`config.mk`:
```
export PLATFORM = sky130hd
export DESIGN_NAME = pong_game_controller
export DESIGN_NICKNAME = d
export VERILOG_FILES = /design/src/rtl/pong_game_controller.sv
export SDC_FILE = /design/constraint.sdc
export NUM_CORES = 1
export LEC_CHECK = 0
export ABC_AREA = 1
export CAP_MARGIN = 5
export CELL_PAD_IN_SITES_DETAIL_PLACEMENT = 2
export CELL_PAD_IN_SITES_GLOBAL_PLACEMENT = 2
export CORE_UTILIZATION = 28
export DETAILED_ROUTE_END_ITERATION = 8
export PLACE_DENSITY = 0.77
export SYNTH_ARGS = -nofsm -noshare
export SYNTH_HDL_FRONTEND = slang
export SYNTH_SLANG_ARGS = --single-unit
export TNS_END_PERCENT = 100
```
`constraint.sdc`:
```
create_clock -name clk -period 1.8 [get_ports clk]
set_clock_uncertainty 0.05 [all_clocks]
set_input_delay 0.36 -clock clk [delete_from_list [all_inputs] [get_ports clk]]
set_output_delay 0.36 -clock clk [all_outputs]
set_load 0.1 [all_outputs]
```
`src/rtl/pong_game_controller.sv`:
```
// Pong game sequencer: goal detection, scoring and serve/play/point/game-over phasing.
// Optional build macro PONG_WIN_BY_TWO_EN selects win-by-two with a hard cap at 15.
module pong_game_controller #(
  parameter int unsigned DISP_COLS          = 800,
  parameter int unsigned B_WIDTH            = 6,
  parameter int unsigned WIN_SCORE          = 7,
  parameter int unsigned SERVE_DELAY_FRAMES = 60,
  parameter int unsigned POINT_DELAY_FRAMES = 90
) (
  input  logic        clk,
  input  logic        rst_n,
  input  logic        frame_tick,
  input  logic        start_btn,
  input  logic [11:0] ball_center_col,
  output logic        ball_reset,
  output logic        ball_enable,
  output logic        serve_dir,
  output logic [3:0]  score_p0,
  output logic [3:0]  score_p1,
  output logic        game_over,
  output logic        winner,
  output logic [2:0]  state
);

  typedef enum logic [2:0] {
    S_IDLE      = 3'd0,
    S_SERVE     = 3'd1,
    S_PLAY      = 3'd2,
    S_POINT     = 3'd3,
    S_GAME_OVER = 3'd4
  } state_e;

  localparam logic [11:0] L_LIM      = 12'(B_WIDTH / 2);
  localparam logic [11:0] R_LIM      = 12'(DISP_COLS - 1 - B_WIDTH / 2);
  localparam logic [7:0]  SERVE_LAST = 8'(SERVE_DELAY_FRAMES - 1);
  localparam logic [7:0]  POINT_LAST = 8'(POINT_DELAY_FRAMES - 1);
  localparam logic [3:0]  WIN        = 4'(WIN_SCORE);

  state_e      state_q, state_d;
  logic [7:0]  cnt_q, cnt_d;
  logic [3:0]  score0_q, score0_d;
  logic [3:0]  score1_q, score1_d;
  logic        serve_dir_q, serve_dir_d;
  logic        winner_q, winner_d;
  logic        game_over_q, game_over_d;
  logic        ball_reset_q, ball_reset_d;
  logic        ball_enable_q, ball_enable_d;
  logic        start_q;

  logic start_rise, l_goal, r_goal, win, win_p1;

  assign start_rise = start_btn & ~start_q;
  assign l_goal     = ball_center_col <= L_LIM;
  assign r_goal     = ball_center_col >= R_LIM;

`ifdef PONG_WIN_BY_TWO_EN
  logic [3:0] lead, margin;
  always_comb begin
    lead   = (score1_q > score0_q) ? score1_q : score0_q;
    margin = (score1_q > score0_q) ? (score1_q - score0_q) : (score0_q - score1_q);
    win    = ((lead >= WIN) && (margin >= 4'd2)) || (score0_q == 4'd15) || (score1_q == 4'd15);
    // On a tie the last scorer wins; serve goes toward whoever conceded.
    win_p1 = (score1_q > score0_q) || ((score1_q == score0_q) && !serve_dir_q);
  end
`else
  always_comb begin
    win    = (score0_q == WIN) || (score1_q == WIN);
    win_p1 = score1_q > score0_q;
  end
`endif

  always_ff @(posedge clk or negedge rst_n) begin
    if (!rst_n) begin
      state_q       <= S_IDLE;
      cnt_q         <= '0;
      score0_q      <= '0;
      score1_q      <= '0;
      serve_dir_q   <= 1'b0;
      winner_q      <= 1'b0;
      game_over_q   <= 1'b0;
      ball_reset_q  <= 1'b1;
      ball_enable_q <= 1'b0;
      start_q       <= 1'b0;
    end else begin
      state_q       <= state_d;
      cnt_q         <= cnt_d;
      score0_q      <= score0_d;
      score1_q      <= score1_d;
      serve_dir_q   <= serve_dir_d;
      winner_q      <= winner_d;
      game_over_q   <= game_over_d;
      ball_reset_q  <= ball_reset_d;
      ball_enable_q <= ball_enable_d;
      start_q       <= start_btn;
    end
  end

  always_comb begin
    state_d     = state_q;
    score0_d    = score0_q;
    score1_d    = score1_q;
    serve_dir_d = serve_dir_q;
    winner_d    = winner_q;
    case (state_q)
      S_IDLE: if (start_rise) state_d = S_SERVE;
      S_SERVE: if (frame_tick && (cnt_q == SERVE_LAST)) state_d = S_PLAY;
      S_PLAY: begin
        if (l_goal) begin
          if (score1_q != 4'd15) score1_d = score1_q + 4'd1;
          serve_dir_d = 1'b0;
          state_d     = S_POINT;
        end else if (r_goal) begin
          if (score0_q != 4'd15) score0_d = score0_q + 4'd1;
          serve_dir_d = 1'b1;
          state_d     = S_POINT;
        end
      end
      S_POINT: begin
        if (frame_tick && (cnt_q == POINT_LAST)) begin
          if (win) begin
            state_d  = S_GAME_OVER;
            winner_d = win_p1;
          end else begin
            state_d = S_SERVE;
          end
        end
      end
      S_GAME_OVER: begin
        if (start_rise) begin
          score0_d    = '0;
          score1_d    = '0;
          serve_dir_d = 1'b0;
          state_d     = S_SERVE;
        end
      end
      default: state_d = S_IDLE;
    endcase
    // Any state change restarts the frame counter, so a tick coincident with a goal is dropped.
    cnt_d = (state_d != state_q) ? '0 : (cnt_q + {7'd0, frame_tick});
  end

  // Outputs are decoded from the next state so they register in step with state_q.
  always_comb begin
    ball_reset_d  = 1'b1;
    ball_enable_d = 1'b0;
    game_over_d   = 1'b0;
    case (state_d)
      S_PLAY: begin
        ball_reset_d  = 1'b0;
        ball_enable_d = 1'b1;
      end
      S_POINT:     ball_reset_d = 1'b0;
      S_GAME_OVER: game_over_d  = 1'b1;
      default: ;
    endcase
  end

  assign state       = state_q;
  assign score_p0    = score0_q;
  assign score_p1    = score1_q;
  assign serve_dir   = serve_dir_q;
  assign winner      = winner_q;
  assign game_over   = game_over_q;
  assign ball_reset  = ball_reset_q;
  assign ball_enable = ball_enable_q;

endmodule

```
* Word-level counts from Yosys, hierarchy flattened
Index checks and enable logic that the tools add are counted.
** Operators by class
- Add/subtract/negate cells :: 3
- Order comparisons :: 3
- Equality and inequality tests :: 21
- Mux-type cells :: 23
- Bitwise gates (word level) :: 2
- Reduce and logical (&&, ||, !) cells :: 11
** Operator list (count)
- $mux 4 :: 6
- $mux 3 :: 6
- $pmux 4 s2 :: 2
- $eq 3x2->1 const B :: 4
- $ge 12x10->1 const B :: 1
- $le 12x2->1 const B :: 1
- $ne 2x2->1 const B :: 6
- $pmux 3 s4 :: 1
- $add 4x1->4 const B :: 2
- $add 8x1->8 :: 1
- $eq 4x3->1 const B :: 2
- $eq 8x6->1 const B :: 1
- $eq 8x7->1 const B :: 1
- $mux 8 :: 1
- $ne 4x4->1 const B :: 2
- $eq 3x3->1 const B :: 2
- $mux 1 :: 6
- $reduce_and 3->1 :: 2
- $reduce_and 5->1 :: 1
- $gt 4x4->1 :: 1
- $reduce_and 4->1 :: 1
- $reduce_or 2->1 :: 2
- $eq 3x1->1 const B :: 1
- $logic_not 3->1 :: 1
- other kinds (8) :: 9
** Storage, ports and cells
- Bits in registers :: 25
- Bits of input ports :: 16
- Output and inout port bits :: 16

* Depth between registers and ports, before layout
Gate-level depths: netlist (run 1).
- Word-level depth :: 8
- Mapped depth :: 10
- Depth with buffers taken out :: 10

* Worst setup path before layout (run 1)
OpenSTA, ideal clock, no wires.
- Kind :: register to register
- From :: register score1_q[1], in the netlist score_p1[1]
- To :: register cnt_q[2]
- Setup time :: 0.120 ns
- Arrival :: 2.098 ns
- Path slack :: -0.468 ns
- Stages on the path, launching flop included :: 11
- Buffers on the path :: 0
- Period minus slack after synthesis :: 2.268 ns
- Cells stage by stage :: dfrtp_1 -> ha_1 -> nand2_1 -> nor2_1 -> nor2_1 -> nor2_1 -> nor2_1 -> nor2_1 -> nand3_1 -> nand3_4 -> nor2_1
** On the way
- Longest elaborated chain between the ends :: 7
** RTL lines
- start: declaration :: line 42 : logic [3:0] score1_q, score1_d;
- start signal: assignment :: line 88 : score1_q <= score1_d;
- $eq 4x3->1 :: line 67 : win = (score0_q == WIN) || (score1_q == WIN);
- $logic_or 1x1->1 :: line 67
- $mux 3 :: line 120 : if (win) begin
- $mux 3 :: line 119 : if (frame_tick && (cnt_q == POINT_LAST)) begin
- $pmux 3 s4 :: line 104 : case (state_q)
- $ne 3x3->1 :: line 139 : cnt_d = (state_d != state_q) ? '0 : (cnt_q + {7'd0, frame_tick});
- $mux 8 :: line 139
- via cnt_d[2] :: line 40 : logic [7:0] cnt_q, cnt_d;
- end signal: assignment :: line 86 : cnt_q <= cnt_d;
- end: declaration :: line 40
The timed path passes the listed nets, and every way through them passes these cells.
A chain may end at the register's enable or synchronous reset.

* Final worst setup path (run 1)
- From :: register score0_q[0], in the netlist score_p0[0]
- To :: register cnt_q[2]
** On the way
- Longest elaborated chain between the ends :: 7
** RTL lines
- start: declaration :: line 41 : logic [3:0] score0_q, score0_d;
- start signal: assignment :: line 87 : score0_q <= score0_d;
- $eq 4x3->1 :: line 67
- $logic_or 1x1->1 :: line 67
- $mux 3 :: line 120
- $mux 3 :: line 119
- $pmux 3 s4 :: line 104
- $ne 3x3->1 :: line 139
- $mux 8 :: line 139
- via cnt_d[2] :: line 40
The timed path passes the listed nets, and every way through them passes these cells.

==> metrics, run 1 <==
CTS root buf clkbuf_8; die extent in y 74.9 um; vias 1437; row count 26; minimum clock period 1.73 ns; # setup viols final 0; postcts setup bufs 0; drt via density 4.55; EDFF count, synth 0; total of max-cap violations 0; Post-DP Area 2170 sq um; routed wire length 4230 um; first-pass iteration count of the detailed router 4; total number of yosys warnings 0; Worst EP required 1.96 ns; starting density of the core 29.2%; main area contributors after synthesis dfrtp_1 (40%), nand2_1 (11%), nor2_1 (9.1%); peak supply drop 0.000922 V; Die Footprint 5610 sq um; Crit Path Class reg -> reg; syn nets 221; num ports 32; share of cells above drive strength 1 28.9%; Worst R2R Setup Slack 0.07 ns; Primary FF master, synth dfrtp_1; CTS tree built; Hold Crit Class in -> async; hpwl dp 3330 um; worst slew pin tran 0.350 ns; GPL Wtd Cong 0.732; leakage 0.00110 uW; Avg Inst Size Synth 7.56 sq um; vias in the first global route 1585; PD cells 1290 nW/um^2; final instance area 2250 sq um; initial drt markers 45; Arr. time, crit path 1.89 ns; grt met2 use 30.6%; initial antenna violation count 0; antenna-violating nets left 0; Port-buffer cells 29; clk sinks 25; clk_lat worst skew 0.28 ns; Fin. Hold Viols 0; # diodes 0; status finished, final reports clean; Layout Nets 271; synthesized cell area 1490 sq um; met3 GRT Util 2.95%; global route hottest layer met2; area delta synth->final 51.0%; CTS buffer count 3; Yosys top cell by area dfrtp_1; max-slew violations 0; grt met1 use 21.5%; Async SR Flop Fraction 100%; PnR worst setup slack 0.0706 ns; fin cells 316; post-DR wirelength/cell 13.4 um; first-pass GRT wire length 7290 um; Congestion Overflow GR 0; Rel. slew slack 76.7%; Inst Count DP 312; Layout Utilization 44.0%; final period utilization 96.1%; Core Region 5110 sq um; Yosys reg bits 25; Fin Hold WS 0.407 ns; critical-path maximum fanout 8; hold_buf cts 0; Setup WS pre-CTS -0.296 ns; GRT Overall Usage 17.5%; most frequent cell after synthesis nand2_1; Post-Synthesis Cells 197; synth unique cells 25; clock tree buffer depth 2; Die Width 74.9 um; DRC errors left 0; CP startpoint kind register; CTS H-tree lvls 1; Commonest cells post-synth nand2_1 (44), nor2_1 (36), inv_1 (26); fmax 0.578 GHz; register area share after synthesis 42.1%; Worst setup EP type register; RSZ-0062 raised after global routing true; post-synth top area share 40.3%; largest net degree at the start of global routing 26; Clock Pin Slew Worst Setup and Hold Paths 0.09 ns
## area by class of cell
| cell class | instances | area (sq um) |
|---|---|---|
| clock buffers | 3 | 41.3 |
| clock inverters | 1 | 5.00 |
| fillers | 606 | 2860 |
| inverters | 29 | 109 |
| multi-input cells | 143 | 782 |
| flip-flops and latches | 25 | 651 |
| well taps | 70 | 87.6 |
| repair buffers | 45 | 573 |
## flip-flops by register name, summed over array words and instances, names as in the netlist
name / count
cnt_q: 8
score_p0: 4
score_p1: 4
state: 3
ball_enable: 1
ball_reset: 1
game_over: 1
serve_dir: 1
start_q: 1
winner: 1
## worst max-delay path: stages (launching register included)
cell and delay (ns):
dfrtp_4 0.48, ha_1 0.23, nand2_1 0.11, nor2_1 0.06, nor2_2 0.14, nor2_2 0.07
nor2_1 0.09, nor2_1 0.05, nand3_1 0.10, nand3_4 0.15, nor2_1 0.13
## kinds of logic after synthesis
family / synth area share [%]
AND/OR/NAND/NOR: 31.9
buffers and inverters: 7.31
flip-flops: 42.1
AO/OA/AOI/OAI: 7.23
XOR/XNOR: 4.71
adder cells (fa/ha/maj): 6.72
## path summary, 6_finish.rpt
kind | depth (start not counted) | start | end
max | 10 | score_p0[0] | cnt_q[2]
min | 2 | rst_n | start_q
max reg2reg | 10 | score_p0[0] | cnt_q[2]
min reg2reg | 1 | serve_dir | serve_dir
max in group asynchronous | 2 | rst_n | ball_reset
min in group clk | 1 | start_btn | start_q
## what timing repair did
action | 4_1_cts | 5_1_grt
endpoints found under the setup margin | 0 | 10
hold endpoints to repair | 0 | 0
resized for setup | 0 | 13
## report_power, final
group          internal [uW]  total [uW]  leakage [uW]  switching, uW
combinational            606        1680      0.000767           1070
clock                    155         350     0.0000255            194
sequential               708         863      0.000305            155
## metrics by stage
step | power, uW | setup TNS (ns)
finish | 2890 | 0
global route | 3080 | -0.0787
CTS | 2930 | 0
detailed placement | 2560 | -3.14
global placement | 2510 | -2.09
floorplan | 1890 | 0
## metal layers
| layer | wire length (um) | share of wire [%] |
|---|---|---|
| met1 | 1950 | 46 |
| met2 | 2110 | 50 |
| met3 | 94 | 2.2 |
| met4 | 78 | 1.8 |
| met5 | 0 | 0 |
## cell usage in the layout, fill, tap and decap left out
cell             instances
buf_12                  16
nand2_1                 44
nand2_2                  2
nand4_1                  1
dfrtp_2                  7
clkbuf_8                 3
nand3_2                  2
a21oi_1                  3
or2_2                    2
dfrtp_1                 13
xnor2_1                  1
dfrtp_4                  4
buf_4                   16
a21o_1                   1
inv_1                   26
nor2_1                  29
inv_2                    3
a21oi_2                  1
ha_1                     7
nand3_4                  1
nand3_1                 18
nor3_2                   1
clkdlybuf4s50_1         12
dfstp_2                  1
nor3_1                   1
dlymetal6s2s_1           1
a32o_1                   1
ha_2                     1
o21ai_1                  1
o21ai_0                  9
o21ai_2                  1
nor2_2                   8
xor2_1                   7
clkinv_2                 1
a21boi_2                 1
Power figures use the tool's default switching activity.
==> inputs of run 2 (changes only) <==
SLEW_MARGIN = 20   (was unset)
==> results of run 2 <==
Same layout as run 1: the final DEF is identical, and so are final timing and power.
==> inputs of run 3 (changes only) <==
HOLD_SLACK_MARGIN = 0.08   (was unset)
==> results of run 3 <==
Same layout as run 1: the final DEF is identical, and so are final timing and power.
==> edit 1 (config.mk and constraints of run 1) <==
Add an input register stage for `start_btn`; this delays it by one clock. The other inputs are not delayed to match.
--- a/src/rtl/pong_game_controller.sv
+++ b/src/rtl/pong_game_controller.sv
@@ -36,6 +36,12 @@
   localparam logic [7:0]  POINT_LAST = 8'(POINT_DELAY_FRAMES - 1);
   localparam logic [3:0]  WIN        = 4'(WIN_SCORE);
 
+  logic start_btn_q;
+
+  always_ff @(posedge clk) begin
+    start_btn_q <= start_btn;
+  end
+
   state_e      state_q, state_d;
   logic [7:0]  cnt_q, cnt_d;
   logic [3:0]  score0_q, score0_d;
@@ -49,7 +55,7 @@
 
   logic start_rise, l_goal, r_goal, win, win_p1;
 
-  assign start_rise = start_btn & ~start_q;
+  assign start_rise = start_btn_q & ~start_q;
   assign l_goal     = ball_center_col <= L_LIM;
   assign r_goal     = ball_center_col >= R_LIM;
 
@@ -91,7 +97,7 @@
       game_over_q   <= game_over_d;
       ball_reset_q  <= ball_reset_d;
       ball_enable_q <= ball_enable_d;
-      start_q       <= start_btn;
+      start_q       <= start_btn_q;
     end
   end
 
Formal check against the unedited RTL: not equivalent (a bounded check fails within 4 cycles, from zero or initial values and one cycle with rst_n low).
==> edit 1 against run 1 <==
Fmax grew 4.6%; worst setup slack gained 0.076 ns; synthesized area grew 1.4%; worst hold slack lost 0.086 ns; wire length grew 9.1%; sequential cell count grew 1; final cell count shrank 5.7%; design area grew 0.11%; largest cell class unchanged; highest routed layer unchanged.
Power is not compared: it rests on default switching activity, and its combinational part moved more than twofold at a synthesized area within 25%.
==> edit 1: results (changes against run 1) <==
Yosys
  – Top cells by area, synth: dfrtp_1 40%, nand2_1 8.9%, ha_1 6.6%
  – Async set-reset flop share out of synthesis: 96.2% (-3.8 points)
  – Synth cell types: 28 (+12%)
  – Syn_nets: 207 (-6.3%)
  – Post-synthesis sequential area ratio: 42.8% (+0.73 points)
  – Cell count after synthesis: 183 (-7.1%)
  – Post-synth top cells: 36 x nand2_1, 24 x dfrtp_1, 20 x inv_1

Critical path
  – Crit-path max FO: 8 (unchanged)
  – Crit path to: cnt_q[5]$_DFF_PN0_
  – Reg2Reg Depth: 9 (-1)
  – Slowest-stage cell, CP: dfrtp_4
  – Worst R2R Setup Slack: 0.15 ns (+0.08 ns)
  – Cell family with most CP delay: simple AND/OR/NAND/NOR gates
  – CP max stage delay: 0.47 ns
  – CP startpoint kind: flop
  – Reg-to-reg startpoint: score_p1[1]$_DFFE_PN0P_
  – Crit path DAT: 1.83 ns (-0.06 ns)

Clock network
  – Post-cts sizing count: 0 (unchanged)
  – Postcts setup bufs: 0 (unchanged)
  – Clk Latency, worst-skew pair: 0.29 ns
  – H-Tree Depth: 1 (unchanged)
  – Root Buffer: clkbuf_8
  – CTS Buffer Depth: 2 (unchanged)
  – Clock-pin slew on the worst setup and hold paths: 0.10 ns

GRT
  – Number of global-route vias before repair: 1,491 (-5.9%)
  – M3 GR Usage: 1.98% (-0.96 points)
  – Largest net degree at the start of global routing: 19 (-27%)
  – Met2 Use GR: 33.0% (+2.4 points)
  – Global-route usage over all layers: 17.6% (+0.070 points)
  – First-pass GRT wire length: 7340 um (+0.75%)
  – Antenna violations before repair: 0 (unchanged)
  – Routing usage on met1: 21.2% (-0.34 points)

Finish
  – Max reg flops: 8 (unchanged)
  – Nets: 253 (-6.6%)
  – Top reg by flops: cnt_q
  – Fraction of layout cells with a size suffix above 1: 33.8% (+4.9 points)

Pwr
  – Peak supply drop: about 0.3 mV
  – Lkg Pwr: between 1 and 1.5 nW

STA
  – Setup TNS: 0 ns (unchanged)
  – Hold_ws: 0.320 ns (-0.0862 ns)
  – Final Cycle Share: 91.9% (-4.2 points)
  – Rel. slew slack: 70.5% (-6.1 points)

Drt
  – Vias per Instance: 4.67 (+2.8%)
  – Met1 WL: 2050 um (+5.2%)
  – Iteration-0 DRC Markers: 25 (-44%)
  – Via Count: 1,393 (-3.1%)
  – WL final: 4620 um (+9.1%)
  – WL met2: 2390 um (+13%)
  – Met3 wire length: 126 um (+34%)

Run status
  – Status: completed

Placed design
  – Cells after DPL: 293 (-6.1%)
  – Dpl hpwl: 3540 um (+6.5%)
  – Input/output buffers: 29 (unchanged)
  – GP Congestion: 0.748 (+2.1%)
  – Setup Slack @ Placement: -0.182 ns (+0.114 ns)
  – DP Area: 0.00217 sq mm (-0.17%)

Min path
  – Hold Crit Class: input pin to asynchronous set/reset pin
[edit 1: layout make-up]
| class | count | area, sq um |
|---|---|---|
| Clock inverter | 1 | 30.0 |
| Tap cell | 70 | 87.6 |
| Timing Repair Buffer | 41 | 553 |
| Sequential cell | 26 | 671 |
| Multi-Input combinational cell | 129 | 763 |
| Clock buffer | 3 | 41.3 |
| Fill cell | 599 | 2890 |
| Inverter | 28 | 105 |
[edit 1: cells by family (layout without fill, tap and decap cells)]
logic type                 Yosys count  count (layout)  share of synthesized area (%)
DFF                                 26              26                           42.8
and+or+nand+nor                     95              95                           31.1
AOI/OAI and AO/OA                   16              16                           6.71
buffers and inverters               28              73                           6.96
xor gates and xnor gates            10              10                           5.80
adders and majority gates            8               8                           6.63
[edit 1: where the power goes]
part,total [mW],internal [mW],switching (mW)
logic,0.302,0.137,0.165
clock network,0.513,0.298,0.214
registers,0.693,0.633,0.0598
total,1.51,1.07,0.439
==> edit 2 (flow settings as in run 1) <==
Without the edit above. The option `PONG_WIN_BY_TWO_EN` is turned on by a define.
--- a/src/rtl/pong_game_controller.sv
+++ b/src/rtl/pong_game_controller.sv
@@ -1,5 +1,7 @@
 // Pong game sequencer: goal detection, scoring and serve/play/point/game-over phasing.
 // Optional build macro PONG_WIN_BY_TWO_EN selects win-by-two with a hard cap at 15.
+`define PONG_WIN_BY_TWO_EN
+
 module pong_game_controller #(
   parameter int unsigned DISP_COLS          = 800,
   parameter int unsigned B_WIDTH            = 6,
Check against the original RTL: same outputs for any inputs over 10 cycles, from zero or initial values and one cycle with rst_n low; that may be too few to reach the edited logic, so the function may still have changed.
==> edit 2 against run 1 <==
The run now ends with setup timing left; worst setup slack worse by 0.82 ns; sequential power is 6.1% higher; design area is 33% higher; wire length up 110%; via count increased by 28%; sequential cell count unchanged; combinational power grew 60%; count of clock-buffer cells in the layout is the same; synthesized area rose by 20%; global-route usage is 7.1 points higher; total power is 38% higher; critical endpoint unchanged; largest cell class unchanged; largest power group unchanged.
==> edit 2: results (changes against run 1) <==
Run status
  – Status: complete, but fails checks
  – Failing checks: setup timing

GRT
  – Largest net degree at the start of global routing: 26 (unchanged)
  – M3 GR Usage: 3.44% (+0.50 points)
  – Met2 Use GR: 43.5% (+13 points)
  – Routing usage on met1: 29.0% (+7.5 points)
  – First-pass GRT wire length: 11,400 um (+57%)
  – Antenna violations before repair: 0 (unchanged)
  – Number of global-route vias before repair: 1,987 (+25%)
  – Global-route usage over all layers: 24.7% (+7.1 points)

Drt
  – DRC violations left: 0 (unchanged)
  – Met3 wire length: 243 um (+160%)
  – Via Count: 1,836 (+28%)
  – WL met2: 4670 um (+120%)
  – Vias per Instance: 5.03 (+11%)
  – Iteration-0 DRC Markers: 96 (+110%)
  – Met1 WL: 3680 um (+89%)
  – Drt pass-1 iters: 4 (unchanged)
  – WL final: 8910 um (+110%)

Yosys
  – Post-synth top cells: 28 x inv_1, 26 x nand2_1, 24 x dfrtp_1
  – Async set-reset flop share out of synthesis: 100% (unchanged)
  – Synth Area in Compound Gates: 8.39% (+1.2 points)
  – Top cells by area, synth: dfrtp_1 34%, ha_1 7.7%, nand3_1 6.4%
  – Synth Area in Adders: 9.92% (+3.2 points)
  – Syn_nets: 236 (+6.8%)
  – Yosys warning count: 0 (unchanged)
  – Synth Area in XOR/XNOR: 3.42% (-1.3 points)
  – Synth cell types: 35 (+40%)
  – Cell count after synthesis: 207 (+5.1%)
  – Post-synthesis sequential area ratio: 35.0% (-7.1 points)

Placed design
  – Cells after DPL: 345 (+11%)
  – GP Congestion: 0.738 (+0.81%)
  – Setup Slack @ Placement: -0.509 ns (-0.213 ns)
  – DP Area: 0.00263 sq mm (+21%)
  – Dpl hpwl: 5010 um (+50%)

Finish
  – Nets: 320 (+18%)
  – Top reg by flops: cnt_q
  – Fraction of layout cells with a size suffix above 1: 56.2% (+27 points)
  – Fill cells: 613 (+1.2%)

Pwr
  – Lkg Pwr: 1.36 nW (+24%)
  – Peak supply drop: 1.15 mV (+25%)

Critical path
  – Reg2Reg Depth: 16 (+6)
  – Crit path DAT: 2.69 ns (+0.80 ns)
  – Cell family with most CP delay: simple AND/OR/NAND/NOR gates
  – CP max stage delay: 0.54 ns (+0.06 ns)

Clock network
  – Clk Latency, worst-skew pair: 0.30 ns (+0.02 ns)
  – Clock-pin slew on the worst setup and hold paths: 0.11 ns (+0.02 ns)
  – H-Tree Depth: 1 (unchanged)
  – Cts bufs inserted: 3 (unchanged)
  – Root Buffer: clkbuf_8

STA
  – Setup TNS: -9.65 ns (-9.65 ns)
  – Worst setup margin: -0.750 ns (-0.820 ns)
  – Worst slew pin tran: 0.585 ns (+0.235 ns)
  – Final Max Slew Viols: 0 (unchanged)
  – Hold_ws: 0.376 ns (-0.0309 ns)
  – # setup viols final: 19 (+19)

Min path
  – Hold Crit Class: input pin to asynchronous set/reset pin
[edit 2: cell count changes in the layout (fill, tap and decap cells not counted), moves of 5 or more]
cell / delta
buf_4: +28
buf_6: +7
inv_2: +8
nand2_1: -24
nand2_2: +6
nor2_1: -22
nor2_2: +8
nor2_4: +5
[edit 2: where the power goes]
part | switching, mW | internal (mW) | leakage [nW]
clock network | 0.234 | 0.159 | 0.0217
logic | 1.66 | 1.02 | 1.04
registers | 0.198 | 0.718 | 0.294
[edit 2: final cells by class]
| class | count | area, sq um | area share [%] |
|---|---|---|---|
| Timing Repair Buffer | 80 | 862 | 28.8 |
| Clock inverter | 1 | 7.51 | 0.251 |
| Multi-Input combinational cell | 145 | 1190 | 39.7 |
| Tap cell | 75 | 93.8 | 3.13 |
| Inverter | 36 | 148 | 4.93 |
| Clock buffer | 3 | 41.3 | 1.38 |
| Sequential cell | 25 | 653 | 21.8 |
[edit 2: what timing repair did]
item	in CTS	in global routing
pin swaps	18	12
endpoints found under the setup margin	17	19
setup buffers	4	13
resized for setup	23	28
cloned	0	0
hold buffers	0	0
[edit 2: how the worst max path moves through the flow]
stage,startpoint,end,depth (start not counted)
floorplan,score_p0[0]$_DFFE_PN0P_,cnt_q[2]$_DFF_PN0_,16
global placement,score_p1[0]$_DFFE_PN0P_,cnt_q[5]$_DFF_PN0_,16
detailed placement,score_p1[0]$_DFFE_PN0P_,cnt_q[4]$_DFF_PN0_,16
CTS,score_p0[0]$_DFFE_PN0P_,cnt_q[1]$_DFF_PN0_,16
global route,score_p0[0]$_DFFE_PN0P_,cnt_q[5]$_DFF_PN0_,16
finish,score_p0[0]$_DFFE_PN0P_,cnt_q[2]$_DFF_PN0_,16
